<file path="src/rtl/mmio_display_bank.sv">
// Memory-mapped register bank feeding the 7-segment display, with manual or timed-scan entry select.
// Define MMIO_DISPLAY_READBACK_EN to build the one-cycle-latency CPU readback port.
module mmio_display_bank #(
  parameter logic [31:0] BASE_ADDR = 32'h0000_1000,
  parameter int          DEPTH     = 16,
  parameter int          DATA_W    = 16,
  parameter int          DWELL     = 50_000_000,
  parameter int          SEL_W     = $clog2(DEPTH)
) (
  input  logic              clk,
  input  logic              rst,
  input  logic [31:0]       address,
  input  logic [31:0]       write_data,
  input  logic              mem_write,
  input  logic              mem_read,
  output logic [31:0]       read_data,
  output logic              read_valid,
  input  logic [SEL_W-1:0]  sw,
  input  logic              auto_mode,
  output logic [DATA_W-1:0] value,
  output logic [SEL_W-1:0]  index,
  output logic              hit
);

  localparam int CNT_W = (DWELL > 1) ? $clog2(DWELL) : 1;
  localparam logic [CNT_W-1:0] DWELL_LAST = CNT_W'(DWELL - 1);
  localparam logic [32:0] WIN_END = {1'b0, BASE_ADDR} + 33'(4 * DEPTH);

  logic [DATA_W-1:0] entries [DEPTH];
  logic [SEL_W-1:0]  entry_sel;
  logic [CNT_W-1:0]  dwell_cnt;
  logic              unused_bits;

  assign hit         = (address >= BASE_ADDR) && ({1'b0, address} < WIN_END);
  assign entry_sel   = address[SEL_W+1:2];
  assign unused_bits = ^write_data;

  always_ff @(posedge clk) begin
    if (rst) begin
      for (int i = 0; i < DEPTH; i++) entries[i] <= '0;
    end else if (mem_write && hit) begin
      entries[entry_sel] <= write_data[DATA_W-1:0];
    end
  end

  // Dwell timer is a down-counter held at its reload value in manual mode,
  // so entering auto mode always starts a full dwell on the current index.
  always_ff @(posedge clk) begin
    if (rst) begin
      index     <= '0;
      dwell_cnt <= DWELL_LAST;
    end else if (auto_mode) begin
      if (dwell_cnt == '0) begin
        index     <= index + SEL_W'(1);
        dwell_cnt <= DWELL_LAST;
      end else begin
        dwell_cnt <= dwell_cnt - CNT_W'(1);
      end
    end else begin
      index     <= sw;
      dwell_cnt <= DWELL_LAST;
    end
  end

  assign value = entries[index];

`ifdef MMIO_DISPLAY_READBACK_EN
  // Reads sample the array before this edge's write, so a same-cycle
  // write/read of one entry returns the old contents.
  always_ff @(posedge clk) begin
    if (rst) begin
      read_data  <= '0;
      read_valid <= 1'b0;
    end else begin
      read_valid <= mem_read && hit;
      if (mem_read && hit) read_data <= 32'(entries[entry_sel]);
    end
  end
`else
  logic unused_read;
  assign unused_read = mem_read;
  assign read_data   = 32'd0;
  assign read_valid  = 1'b0;
`endif

endmodule

</file>
<file path="config.mk">
export PLATFORM = sky130hd
export DESIGN_NAME = mmio_display_bank
export DESIGN_NICKNAME = d
export VERILOG_FILES = /design/src/rtl/mmio_display_bank.sv
export SDC_FILE = /design/constraint.sdc
export NUM_CORES = 1
export LEC_CHECK = 0
export BUFFER_PORTS_ARGS = -buffer_cell sky130_fd_sc_hd__buf_2
export CORE_MARGIN = 3
export CORE_UTILIZATION = 55
export DETAILED_ROUTE_END_ITERATION = 6
export PLACE_DENSITY = 0.73
export SYNTH_ARGS = -nofsm -noshare
export SYNTH_HDL_FRONTEND = slang
export SYNTH_SLANG_ARGS = --single-unit
</file>
<file path="constraint.sdc">
create_clock -name clk -period 2.7 [get_ports clk]
set_clock_uncertainty 0.05 [all_clocks]
set_input_delay 0.135 -clock clk [delete_from_list [all_inputs] [get_ports clk]]
set_output_delay 0.135 -clock clk [all_outputs]
set_load 0.01 [all_outputs]
</file>
==> metrics, run 1 <==
WL per Instance 23.4 um; Post-synth ARST share 0; drt drc 0; Max Slew Vio Count 0; R2R Setup Slk 0.37 ns; ys flop type edfxtp_1; commonest non-fill, non-tap cell in the layout edfxtp_1; detailed-router iteration count before antenna repair 5; Initial DRC Count 1063; Vias roughly 8.2k; Area Growth Syn to Fin 16.9%; worst-margin pin slew 0.973 ns; relative slew slack 0.349; post-placement cell area roughly 14000 sq um; Lkg Pwr just over 0.005 uW; Clock Sinks 290; post-synthesis adder-cell area fraction 0.00192; total negative slack 0 ns; core area 23000 sq um; leading cell types in the layout, fill and taps excluded edfxtp_1 (256), nor2_1 (232), mux4_2 (80); Synth Area in Simple Gates 0.150; largest family of logic cells by synthesized area simple AND/OR/NAND/NOR gates; post-synthesis cell type count 45; Crit-path slowest cell mux4_2; Worst EP required 2.52 ns; vias in the first global route 8155; clk buf depth 3; pin count of the biggest net entering global routing 65; number of synthesized flops with an enable pin 256; max incr delay on CP 0.52 ns; Yosys top cell area share 0.590; sequential share of the synthesized area 0.642; Multi-input gate area 4320 sq um; Clk pin slew, worst setup/hold paths approximately 0.060 ns; critical path arrival ~2.5 ns; first-pass GRT wire length 49600 um; dpl hpwl 20200 um; initial antenna violation count 0; startpoint types flop; die area 25600 sq um; layout cells sized above 1 0.248; XOR/XNOR Fraction of Synth Area 0.0134; CTS tree done; minimum clock period after layout roughly 2.7 ns; status complete, no violations; final hold vios 0; Post-Syn Area 13000 sq um; Starting Density 0.567; worst skew pair latency roughly 0.54 ns; Synth area leaders edfxtp_1 (59%), mux4_2 (14%), nor2_1 (6.7%); grt ovf 0; Final period util 0.988; H-tree depth 1; Critical Path Sink Type output pin; Post-Syn Area per Cell 14.2 sq um; Chip Height 160 um; complex-gate fraction of the synthesized area 0.0166; Setup WS pre-CTS 0.303 ns; ANT nets after route 0; num ports 127; post-synthesis mux area share 0.140; FP Rows 55; nets roughly 1.1k; GRT Util Overall 0.255; Die W about 160 um; DR vias/cell 5.91; Synth warnings 0; final setup fails 0; PD cells 670 nW/um^2; Critical Path Fanout Max 15; cell taking the most area after synthesis edfxtp_1; Routed Wire Length 32300 um; Min-Delay Path Class input pin to flop; register area 8370 sq um; TritonCTS buffer count 30; Peak Freq 375 MHz; FILL cells 1609; Antenna Cells 0; port bufs 74; crit path kind flop to output pin; Final GP Congestion 0.821; RSZ-0062 raised after global routing true; fin area 15200 sq um; max-cap violation count 0; Synth Instances ~920; CTS root buf clkbuf_16; #FFs+latches synth a little under 300; worst vdd ir between 0.0004 and 0.0005 V; cell mode on critical path mux4_2; Setup WS post-layout 0.0316 ns; critical-path cell list buf_12 > buf_16 > mux4_2 > mux4_2 > buf_2
==> power breakdown <==
| part | total [uW] | internal, uW | switching [uW] |
|---|---|---|---|
| registers | 5130 | 5070 | 60.1 |
| clock network | 4160 | 2510 | 1650 |
| logic | 926 | 425 | 501 |
| total | 10200 | 8010 | 2210 |
==> worst max-delay path: cells and delay by family, from the launching register on <==
kind / cells / cell delay [ns]
buffers and inverters: 3 / 0.51
multiplexers: 2 / 1.04
flip-flops: 1 / 0.38
==> per-stage QoR <==
stage                     utilization  total power (uW)  cells  hold WS [ns]
after detailed placement        0.603              6060   1298         0.333
after CTS                       0.662             10200   1380        0.0392
after global routing            0.663             10500   1380         0.111
final                           0.663             10200   1380        0.0725
after global placement          0.603              6050   1298         0.327
after floorplan                     -              5750    948         0.221
==> synth_stat cells, drive strengths merged, types with 3 or more instances <==
master    n
a211oi    4
a31o      4
a41o      8
and2     51
and4      3
buf      56
clkbuf   27
dfxtp    34
edfxtp  256
inv       4
mux4     80
nand2    35
nand2b   20
nand3    16
nand4     3
nand4b    4
nor2    232
nor2b     8
nor3     11
nor4     16
o21bai    4
or3       3
xnor2    17
xor2      3
==> per-layer routing <==
metal,global-route usage,vias to the layer above,routed length [um]
li1,-,3582,-
met1,0.346,4096,12000
met2,0.429,411,16500
met3,0.0482,65,2980
met4,0.0726,0,843
met5,0,-,0
==> cell type report <==
type,instances,area share
clock buffer,38,0.0512
multi-input combinational,571,0.283
tap,313,0.0257
inverter,4,0.000985
sequential,290,0.549
clock inverter,16,0.0142
timing repair buffer,148,0.0756
==> logic make-up after synthesis <==
group,after synthesis
compound gates,26
xor+xnor,20
fa+ha+maj,2
buf+inv,87
flops,290
mux,82
other cells,1
simple gates,408
==> registers in the layout (all words and copies together), names as in the netlist, named ones only <==
register and cells:
index 4, dwell_cnt 26, entries 256
==> what timing repair did <==
action,CTS,global route
endpoints found under the hold margin,65,0
resized for setup,9,4
cloned,3,0
hold buffers,22,0
buffers inserted,3,0
setup endpoints to repair,10,5
==> final timing paths <==
check | startpoint | endpoint | cells past startpoint
worst max register to register | dwell_cnt[0] | dwell_cnt[14] | 7
worst max-delay path | flop | value[13] | 5
worst min-delay path | rst | flop | 2
worst min register to register | dwell_cnt[0] | dwell_cnt[0] | 1
Note: power is estimated with default switching activity, not from simulation.
==> run 2: changes to the inputs <==
Settings changed: CELL_PAD_IN_SITES_DETAIL_PLACEMENT set to 2, CELL_PAD_IN_SITES_GLOBAL_PLACEMENT set to 2, CORE_UTILIZATION 55 to 42, PLACE_DENSITY 0.73 to 0.77.
==> metrics, run 2 (same netlist as run 1, synthesis figures left out) <==
crit path kind flop to output pin; worst-margin pin slew 0.739 ns; Tot Pwr 10400 uW; Critical Path Fanout Max 8; worst vdd ir 0.000531 V; final setup fails 11; worst hold margin 0.151 ns; startpoint types flop; Final period util 1.02; CP bufs+invs 4; H-tree depth 1; failing checks setup timing; detailed-router iteration count before antenna repair 5; die area approximately 33000 sq um; port bufs 74; CP top delay family multiplexers; Worst EP required around 2.5 ns; Largest register FFs 256; num ports 127; Routed Wire Length 47300 um; first-pass GRT wire length roughly 68000 um; Setup WS pre-CTS 0.161 ns; dpl hpwl 28900 um; ANT nets after route 0; minimum clock period after layout 2.76 ns; CTS root buf clkbuf_16; Die W 182 um; critical path arrival 2.58 ns; Most flops, register entries; Area Growth Syn to Fin 20.7%; Antenna Cells 0; WL per Instance 31.9 um; Starting Density 0.433; vias in the first global route approximately 9.8k; worst skew pair latency 0.57 ns; leading cell types in the layout, fill and taps excluded edfxtp_1 (256), nor2_1 (230), mux4_2 (80); Vias roughly 9k; max incr delay on CP 0.56 ns; Setup WS post-layout -0.0627 ns; FP Rows 63; Crit-path slowest cell mux4_2; Clock Sinks 290; hold depth 2; CTS tree done; Clk pin slew, worst setup/hold paths approximately 0.060 ns; Final GP Congestion around 0.77; Max Slew Vio Count 0; Chip Height 182 um; layout cells sized above 1 0.277; nets 1148; Lkg Pwr approximately 0.0054 uW; Critical Path Sink Type output pin; DR vias/cell 5.99; clk buf depth 3; PD cells between 600 and 700 nW/um^2; Peak Freq 362 MHz; initial antenna violation count 3; reg2reg start dwell_cnt[19]; top flop regs entries (256), dwell_cnt (26), index (4); RSZ-0062 raised after global routing true; critical-path cell list buf_16 > buf_12 > buf_12 > mux4_2 > mux4_2 > buf_6; status complete, but fails checks; Min-Delay Path Class input pin to flop; R2R Setup Slk 0.25 ns; drt drc 0; pin count of the biggest net entering global routing 27; grt ovf 0; relative slew slack 0.506; max-cap violation count 0; commonest non-fill, non-tap cell in the layout edfxtp_1; post-layout util 0.523; Initial DRC Count 949; Worst Reg2Reg Path Length in Cells 5; TritonCTS buffer count 31; hold wc startpoint rst; final hold vios 0; total negative slack -0.350 ns; GRT Util Overall 0.281; core area 30100 sq um
## run 2: worst max path at each step
| stage | startpoint | to | slack (ns) | depth (start not counted) |
|---|---|---|---|---|
| 2_1_floorplan | address[30] | entries[0][0] | 0.19 | 6 |
| 3_3_place_gp | dwell_cnt[0] | dwell_cnt[14] | 0.28 | 7 |
| 3_5_place_dp | dwell_cnt[0] | dwell_cnt[14] | 0.16 | 7 |
| 4_1_cts | flop | value[15] | -0.05 | 5 |
| 5_1_grt | flop | value[10] | -0.1 | 6 |
| 6_report | flop | value[12] | -0.06 | 6 |
## run 2: cell type report
type,count,area (sq um)
tap,390,488
timing repair buffer,175,1570
clock inverter,14,92.6
clock buffer,38,842
inverter,4,15.0
fill,2818,14400
multi-input combinational,571,4350
sequential,290,8380
## run 2: repair_timing
item | in CTS | in global routing
hold buffers | 22 | 0
cloned | 4 | 2
buffers inserted | 11 | 2
gates resized for setup | 20 | 10
endpoints found under the hold margin | 57 | 0
setup endpoints to repair | 14 | 29
## run 2: stage by stage
step | instances | instance area, sq um
final | 1482 | 15700
after detailed placement | 1389 | 14100
after global routing | 1482 | 15700
after CTS | 1478 | 15600
after floorplan | 948 | 13200
after global placement | 1389 | 14100
## run 2: per-layer routing
| metal | vias up | part of all wire | global-route usage |
|---|---|---|---|
| li1 | 3636 | - | - |
| met1 | 4690 | 0.38 | 0.348 |
| met2 | 437 | 0.52 | 0.500 |
| met3 | 118 | 0.064 | 0.0417 |
| met4 | 0 | 0.041 | 0.102 |
| met5 | - | 0 | 0 |
## run 2: power breakdown
part,total (uW),internal [uW],switching (uW)
logic,1090,506,589
clock network,4100,2280,1820
registers,5170,5070,97.3
total,10400,7850,2510
==> run 3: changes to the inputs <==
Settings changed: CORE_UTILIZATION 42 to 34, PLACE_DENSITY 0.77 to 0.64.
==> metrics, run 3 (same netlist as run 1, synthesis figures left out) <==
WL per Instance 26.3 um; Lkg Pwr between 0.005 and 0.006 uW; Max Slew Vio Count 0; Critical Path Sink Type output pin; grt ovf 0; worst-margin pin slew between 0.6 and 0.7 ns; Vias 8359; drt drc 0; worst vdd ir ~0.00032 V; Peak Freq 373 MHz; detailed-router iteration count before antenna repair 5; initial antenna violation count 0; relative slew slack 0.550; FILL cells 3762; DR vias/cell 5.24; crit path kind flop to output pin; CTS root buf clkbuf_16; commonest non-fill, non-tap cell in the layout edfxtp_1; Chip Height just over 200 um; Clk pin slew, worst setup/hold paths 0.05 ns; Critical Path Fanout Max 5; vias in the first global route 9185; hold wc startpoint rst; num ports 127; first-pass GRT wire length 61600 um; critical path arrival 2.50 ns; pin count of the biggest net entering global routing 65; max-cap violation count 0; clk buf depth 3; Starting Density 0.345; crit path to value[0]; port bufs between 70 and 80; Area Growth Syn to Fin 20.6%; die area 40700 sq um; RSZ-0062 raised after global routing true; reg2reg start dwell_cnt[0]; leading cell types in the layout, fill and taps excluded edfxtp_1 (256), nor2_1 (232), mux4_2 (80); final setup fails 0; FP Rows between 70 and 80; TritonCTS buffer count 35; nets 1133; minimum clock period after layout 2.68 ns; GRT Util Overall 0.207; Most flops, register entries; Initial DRC Count 788; startpoint types flop; final hold vios 0; ANT nets after route 0; Final GP Congestion 0.725; Largest register FFs approximately 260; Clock Sinks 290; dpl hpwl 25200 um; H-tree depth 2; Die W 202 um; Tot Pwr 10600 uW; R2R Setup Slk 0.48 ns; Antenna Cells 0; worst skew pair latency between 0.5 and 0.6 ns; status complete, no violations; post-layout util 0.416; CTS tree done; Worst Reg2Reg Path Length in Cells 7; core area between 30000 and 40000 sq um; top flop regs entries (256), dwell_cnt (26), index (4); Routed Wire Length 41900 um; Final period util 0.994; Min-Delay Path Class input pin to flop; PD cells 677 nW/um^2; Worst EP required 2.52 ns; layout cells sized above 1 0.260
-- run 3: cell types whose count changed in the layout (fill, tap and decap cells not counted), sizes merged --
cell         before  now
inv               5    4
clkinv           12   11
clkbuf           40   52
bufinv            1    2
dlygate4sd3      22   23
buf             151  131
-- run 3: per-layer routing --
layer	wire (um)	global-route usage	vias up
li1	-	-	3628
met1	17900	0.279	4438
met2	20900	0.353	240
met3	2370	0.0335	53
met4	743	0.0468	0
met5	0	0	-
-- run 3: worst min-delay path by stage --
| stage | endpoint | slack [ns] | depth (start not counted) |
|---|---|---|---|
| 6_report | flop | 0.06 | 3 |
| 5_1_grt | flop | 0.07 | 3 |
| 4_1_cts | flop | 0.03 | 3 |
| 3_5_place_dp | dwell_cnt[0] | 0.33 | 1 |
| 3_3_place_gp | dwell_cnt[0] | 0.33 | 1 |
| 2_1_floorplan | dwell_cnt[25] | 0.22 | 2 |
-- run 3: critical path: stages (launching register included) --
cell     delay [ns]
dfxtp_4        0.43
buf_6          0.17
buf_16         0.15
mux4_2         0.52
mux4_2         0.55
buf_6          0.15
-- run 3: cell type report --
| class | instances | area, sq um | share of cell area |
|---|---|---|---|
| Clock buffer | 50 | 952 | 0.0606 |
| Multi-Input combinational cell | 571 | 4330 | 0.276 |
| Inverter | 4 | 15.0 | 0.000955 |
| Sequential cell | 290 | 8380 | 0.533 |
| Tap cell | 511 | 639 | 0.0407 |
| Clock inverter | 13 | 134 | 0.00852 |
| Timing Repair Buffer | 156 | 1270 | 0.0809 |
-- run 3: through the flow --
step	area [sq um]	setup TNS [ns]	cells	setup slack, ns	hold slack (ns)
final	15700	0	1595	0.0166	0.0551
after CTS	15600	-0.0239	1590	-0.0208	0.0345
after global routing	15700	-0.209	1595	-0.0450	0.0736
after floorplan	13200	0	948	0.190	0.221
after detailed placement	14200	0	1498	0.448	0.335
after global placement	14200	0	1498	0.487	0.327
-- run 3: power breakdown --
group | switching (uW) | internal (uW) | total [uW]
Sequential | 67.8 | 5070 | 5140
Clock | 1860 | 2660 | 4520
Combinational | 540 | 441 | 980
Total | 2470 | 8170 | 10600
-- run 3: what timing repair did --
action	CTS	global route
endpoints found under the setup margin	9	9
hold buffers	23	0
setup buffers	3	2
resized for setup	5	5
hold endpoints to repair	57	0
cloned	3	3
